### src/rtl/arith_pkg.sv
// rtl/arith_pkg.sv - shared widths, FSM encoding and constants for the arithmetic datapath
// Purpose : common definitions for seq_divider22 and its div_step helper.
// Contents: W / DW / CW widths, divider FSM state type, divide-by-zero quotient.
package arith_pkg;

   localparam int W  = 11;               // divisor / remainder width
   localparam int DW = 2 * W;            // dividend / quotient width
   localparam int CW = $clog2(DW + 1);   // iteration counter width (holds 0..DW)

   typedef enum logic [1:0] {
      ST_IDLE = 2'd0,
      ST_CALC = 2'd1,
      ST_DONE = 2'd2
   } div_state_t;

   // Quotient reported when the divisor is zero: all ones.
   localparam logic [DW-1:0] DZ_QUOT = {DW{1'b1}};

endpackage

### src/rtl/div_step.sv
// rtl/div_step.sv - one radix-2 restoring division step (shift, trial subtract, restore)
// Purpose : combinational single-bit iteration of the restoring divider.
// Ports   : i_rem     partial remainder in  (W+1)
//           i_dvd     dividend/quotient shift register in (DW)
//           i_divisor divisor (W)
//           o_rem     partial remainder out (W+1)
//           o_dvd     shift register out, new quotient bit in the LSB (DW)
module div_step
   import arith_pkg::*;
(
   input  logic [W:0]    i_rem,
   input  logic [DW-1:0] i_dvd,
   input  logic [W-1:0]  i_divisor,
   output logic [W:0]    o_rem,
   output logic [DW-1:0] o_dvd
);

   logic [W+1:0] w_shift;
   logic [W+1:0] w_diff;
   logic         w_fits;

   // The shifted remainder is always below 2^(W+1), so one extra bit is
   // enough for the difference's sign to tell whether the divisor fits.
   assign w_shift = {i_rem, i_dvd[DW-1]};
   assign w_diff  = w_shift - {2'b00, i_divisor};
   assign w_fits  = ~w_diff[W+1];

   assign o_rem = w_fits ? w_diff[W:0] : w_shift[W:0];
   assign o_dvd = {i_dvd[DW-2:0], w_fits};

endmodule

### src/rtl/seq_divider22.sv
// rtl/seq_divider22.sv - iterative radix-2 restoring divider, 2W-bit dividend by W-bit divisor
// Purpose : one division in flight, valid/ready on both sides, 2W iterations per result.
// Ports   : clk, rst_n (async active-low)
//           in_valid/in_ready, dividend (2W), divisor (W)    - operand side
//           out_valid/out_ready, quotient (2W), remainder (W),
//           div_zero                                         - result side
module seq_divider22
   import arith_pkg::*;
(
   input  logic          clk,
   input  logic          rst_n,
   input  logic          in_valid,
   output logic          in_ready,
   input  logic [DW-1:0] dividend,
   input  logic [W-1:0]  divisor,
   output logic          out_valid,
   input  logic          out_ready,
   output logic [DW-1:0] quotient,
   output logic [W-1:0]  remainder,
   output logic          div_zero
);

   div_state_t    r_state;
   div_state_t    w_state_nxt;
   logic [CW-1:0] r_cnt;
   logic [W:0]    r_rem;
   logic [DW-1:0] r_dvd;
   logic [W-1:0]  r_dsr;
   logic [DW-1:0] r_quot;
   logic [W-1:0]  r_remo;
   logic          r_dz;

   logic          w_accept;
   logic          w_last;
   logic [W:0]    w_rem_nxt;
   logic [DW-1:0] w_dvd_nxt;

   div_step u_step (
      .i_rem     (r_rem),
      .i_dvd     (r_dvd),
      .i_divisor (r_dsr),
      .o_rem     (w_rem_nxt),
      .o_dvd     (w_dvd_nxt)
   );

   always_comb begin
      w_state_nxt = r_state;
      w_accept    = 1'b0;
      w_last      = 1'b0;
      case (r_state)
         ST_IDLE: begin
            if (in_valid) begin
               w_accept    = 1'b1;
               w_state_nxt = (divisor == '0) ? ST_DONE : ST_CALC;
            end
         end
         ST_CALC: begin
            if (r_cnt == CW'(1)) begin
               w_last      = 1'b1;
               w_state_nxt = ST_DONE;
            end
         end
         ST_DONE: begin
            if (out_ready) begin
               w_state_nxt = ST_IDLE;
            end
         end
         default: w_state_nxt = ST_IDLE;
      endcase
   end

   always_ff @(posedge clk or negedge rst_n) begin
      if (!rst_n) begin
         r_state <= ST_IDLE;
      end else begin
         r_state <= w_state_nxt;
      end
   end

   // Working registers plus the visible result registers; the latter only
   // move on entry to DONE so the last result stays readable through IDLE.
   always_ff @(posedge clk or negedge rst_n) begin
      if (!rst_n) begin
         r_cnt  <= '0;
         r_rem  <= '0;
         r_dvd  <= '0;
         r_dsr  <= '0;
         r_quot <= '0;
         r_remo <= '0;
         r_dz   <= 1'b0;
      end else if (w_accept) begin
         r_cnt <= CW'(DW);
         r_rem <= '0;
         r_dvd <= dividend;
         r_dsr <= divisor;
         if (divisor == '0) begin
            r_quot <= DZ_QUOT;
            r_remo <= '0;
            r_dz   <= 1'b1;
         end
      end else if (r_state == ST_CALC) begin
         r_cnt <= r_cnt - CW'(1);
         r_rem <= w_rem_nxt;
         r_dvd <= w_dvd_nxt;
         if (w_last) begin
            r_quot <= w_dvd_nxt;
            r_remo <= w_rem_nxt[W-1:0];
            r_dz   <= 1'b0;
         end
      end
   end

   assign in_ready  = (r_state == ST_IDLE);
   assign out_valid = (r_state == ST_DONE);
   assign quotient  = r_quot;
   assign remainder = r_remo;
   assign div_zero  = r_dz;

endmodule

### config.mk
export PLATFORM = sky130hd
export DESIGN_NAME = seq_divider22
export DESIGN_NICKNAME = d
export VERILOG_FILES = /design/src/rtl/arith_pkg.sv /design/src/rtl/div_step.sv /design/src/rtl/seq_divider22.sv
export SDC_FILE = /design/constraint.sdc
export NUM_CORES = 1
export LEC_CHECK = 0
export ABC_AREA = 1
export CAP_MARGIN = 30
export CELL_PAD_IN_SITES_DETAIL_PLACEMENT = 2
export CELL_PAD_IN_SITES_GLOBAL_PLACEMENT = 2
export CORE_UTILIZATION = 33
export CTS_CLUSTER_SIZE = 28
export DETAILED_ROUTE_END_ITERATION = 10
export PLACE_DENSITY = 0.95
export SETUP_SLACK_MARGIN = 0.02
export SLEW_MARGIN = 40
export SYNTH_ARGS = -nofsm -noshare
export SYNTH_HDL_FRONTEND = slang
export SYNTH_SLANG_ARGS = --single-unit
### constraint.sdc
create_clock -name clk -period 3.9 [get_ports clk]
set_input_delay 0.585 -clock clk [delete_from_list [all_inputs] [get_ports clk]]
set_output_delay 0.585 -clock clk [all_outputs]
set_load 0.02 [all_outputs]
==> impl_metrics.env <==
export IMPL_fin_crit_ps=3026
export IMPL_drcViolationCount=0
export IMPL_numCtsBuffers=9
export IMPL_numPortBuffers=72
export IMPL_ys_warn_count=0
export IMPL_crit_type="flop to flop"
export IMPL_clk_path_buf_depth=2
export IMPL_path_clk_slew_ps=70
export IMPL_core_area_mm2=0.01330
export IMPL_die_area_mm2=0.01418
export IMPL_fmax_mhz=330.4
export IMPL_hold_viol_final=0
export IMPL_io_pins=73
export IMPL_stdcell_area_mm2=0.005660
export IMPL_root_buffer="clkbuf_16"
export IMPL_synth_cell_types=31
export IMPL_routabilityCongestion=0.7765
export IMPL_syn_to_final_growth_pct=25.11
export IMPL_clock_skew_final_ps=11.91
export IMPL_syn_inst=593
export IMPL_start_util=0.3403
export IMPL_drive_above_1_share=0.07891
export IMPL_endpoint="remainder[9]"
export IMPL_wl_met1_um=7123
export IMPL_critPathLaunch="r_dvd[21]"
export IMPL_max_slew_worst_pin_slew_ps=752.1
export IMPL_fillers=1508
export IMPL_drtIter0Drc=195
export IMPL_ys_flop_type="dfrtp_1"
export IMPL_period_share=0.7760
export IMPL_num_rows=42
export IMPL_met2_length_um=8751
export IMPL_cts_sinks=86
export IMPL_r2r_slack_ps=870
export IMPL_report_final_slew_viol_count=0
export IMPL_rsz0062_at_grt="no"
export IMPL_nNetsFinal=705
export IMPL_placed_cell_area_mm2=0.005365
export IMPL_synth_edf_count=0
export IMPL_overflow=0
export IMPL_ir_worst_vdd_uv=452.3
export IMPL_dr_max_layer_used="met4"
export IMPL_antenna_found_initial=0
export IMPL_wl_per_cell_um=20.16
export IMPL_htreeDepth=3
export IMPL_synth_seq_cells=86
export IMPL_r2r_end="remainder[9]"
export IMPL_max_slew_margin_rel=0.4986
export IMPL_start_kind="flop"
export IMPL_r2r_cells=13
export IMPL_die_x_um=119.1
export IMPL_cts_tree="built"
export IMPL_wl_met3_um=376
export IMPL_grt_max_degree=87
export IMPL_cp_arrival_ps=3330
export IMPL_grt_pass1_wl_um=26960
export IMPL_leakagePower_nw=2.818
export IMPL_diodes=0
export IMPL_final_util=0.4257
export IMPL_outcome="finished clean"
export IMPL_drt_pass1_iter_count=5
export IMPL_cts_hold_buffers=0
export IMPL_grt_pass1_vias=4948
export IMPL_yosysSeqAreaShare=0.4757
export IMPL_vias_per_cell=5.125
export IMPL_cap_violations=0
export IMPL_netlist_area_mm2=0.004524
export IMPL_cts_resized=0
export IMPL_clk_latency_ps=360
export IMPL_dp_hpwl_um=11660
export IMPL_timing_rr_start="r_dvd[21]"
export IMPL_endpoint_kind="flop"
export IMPL_hold_class="input pin to async pin"
export IMPL_syn_area_per_cell_um2=7.630
export IMPL_synth_async_reset_ratio=1.000
export IMPL_cp_max_fo=13
export IMPL_setup_viol=0
export IMPL_drt_total_wl_um=16840
export IMPL_syn_nets=644
export IMPL_fin_tns_setup_ps=0
export IMPL_powerDensity_mw_per_mm2=1087
export IMPL_track_usage=0.2515
export IMPL_detail_route_antenna_nets=0
export IMPL_post_cts_repair_setup_buffers=0
export IMPL_num_vias=4279
export IMPL_cp_required_ps=4200
export IMPL_die_h_um=119.1
==> per-stage QoR <==
step / worst slack [ps] / total power [W] / cells / hold WS, ps
after floorplan: 1906 / 0.003882 / 593 / 289.4
after global placement: 950.5 / 0.004776 / 819 / 460.2
after detailed placement: 720.0 / 0.005185 / 819 / 468.6
after CTS: 903.2 / 0.006195 / 835 / 308.9
after global routing: 660.0 / 0.006610 / 835 / 323.8
final: 873.6 / 0.006151 / 835 / 276.4
==> where the power goes <==
part           switching, W  internal, W  total, W
logic               0.00242      0.00121   0.00362
clock network      0.000405     0.000472  0.000877
registers          0.000323      0.00133   0.00165
total               0.00315      0.00300   0.00615
==> cells in the mapped netlist, types with 2 or more instances <==
master,count,share of area
a21oi_1,5,0.0055
buf_2,6,0.0066
buf_4,4,0.0066
clkbuf_1,13,0.011
dfrtp_1,86,0.48
ha_1,13,0.036
inv_1,60,0.050
inv_2,4,0.0033
nand2_1,162,0.13
nand2_2,3,0.0041
nand3_1,51,0.056
nand4_1,7,0.0097
nor2_1,73,0.061
nor2_4,3,0.0075
nor3_1,2,0.0022
o21ai_0,57,0.063
o21ai_1,5,0.0055
or2_2,20,0.028
xor2_1,7,0.014
==> placed cells by master (no fill, tap or decap), types with 2 or more instances in the layout <==
cell type,synthesis,routed
nand2_1,162,162
dfrtp_1,86,86
nor2_1,73,73
clkdlybuf4s50_1,0,71
inv_1,60,60
o21ai_0,57,57
nand3_1,51,51
or2_2,20,20
ha_1,13,13
clkbuf_16,0,9
nand4_1,7,7
xor2_1,7,7
o21ai_1,5,5
a21oi_1,5,5
inv_2,4,4
nand2_2,3,3
nor2_4,3,3
clkinvlp_4,0,3
clkbuf_8,0,3
buf_4,4,3
nor3_1,2,2
inv_6,0,2
==> cells by family (layout without fill, tap and decap cells) <==
group / count (synthesis) / count (layout) / share of synthesized area
DFF: 86 / 86 / 0.4757
and+or+nand+nor: 323 / 323 / 0.3056
xor gates and xnor gates: 8 / 8 / 0.01549
adders and majority gates: 14 / 14 / 0.04038
buffers and inverters: 91 / 157 / 0.08269
AOI/OAI and AO/OA: 71 / 71 / 0.08020
==> state kept, by name (all words and copies together), names as in the netlist <==
| signal | cells |
|---|---|
| remainder | 11 |
| r_cnt | 5 |
| quotient | 22 |
| r_rem | 12 |
| r_dsr | 11 |
| div_zero | 1 |
| r_dvd | 22 |
| r_state | 2 |
==> cell type report <==
cell class	count	area [um^2]	share of cell area
Multi-Input combinational cell	416	1998	0.3530
Sequential cell	86	2152	0.3802
Timing Repair Buffer	75	747.0	0.1320
Tap cell	176	220.2	0.03890
Inverter	66	250.2	0.04421
Clock inverter	5	40.04	0.007073
Clock buffer	11	252.7	0.04465
==> worst min path at each step <==
stage	to	slack [ps]
6_report	quotient[16]	280
3_3_place_gp	r_dvd[9]	460
3_5_place_dp	r_cnt[2]	470
5_1_grt	quotient[16]	320
4_1_cts	quotient[16]	310
2_1_floorplan	div_zero	290
==> worst max-delay path, cell delays in order, from the launching register on <==
cell and delay [ps]:
dfrtp_1 430, inv_1 90, ha_1 180, fa_1 230, inv_1 90, nand3_1 80
nand3_1 210, nand2_1 170, nand4_1 490, nand2_2 490, nand2_1 130, nand2_1 140
nand3_1 110, nand2_1 110
==> routing by layer <==
metal  up-vias  global-route usage
met1      2182              0.3000
met4         0              0.1210
met2        82              0.4440
met5         -                   0
met3        33             0.03352
li1       1982                   -
Note: power is estimated with default switching activity, not from simulation.
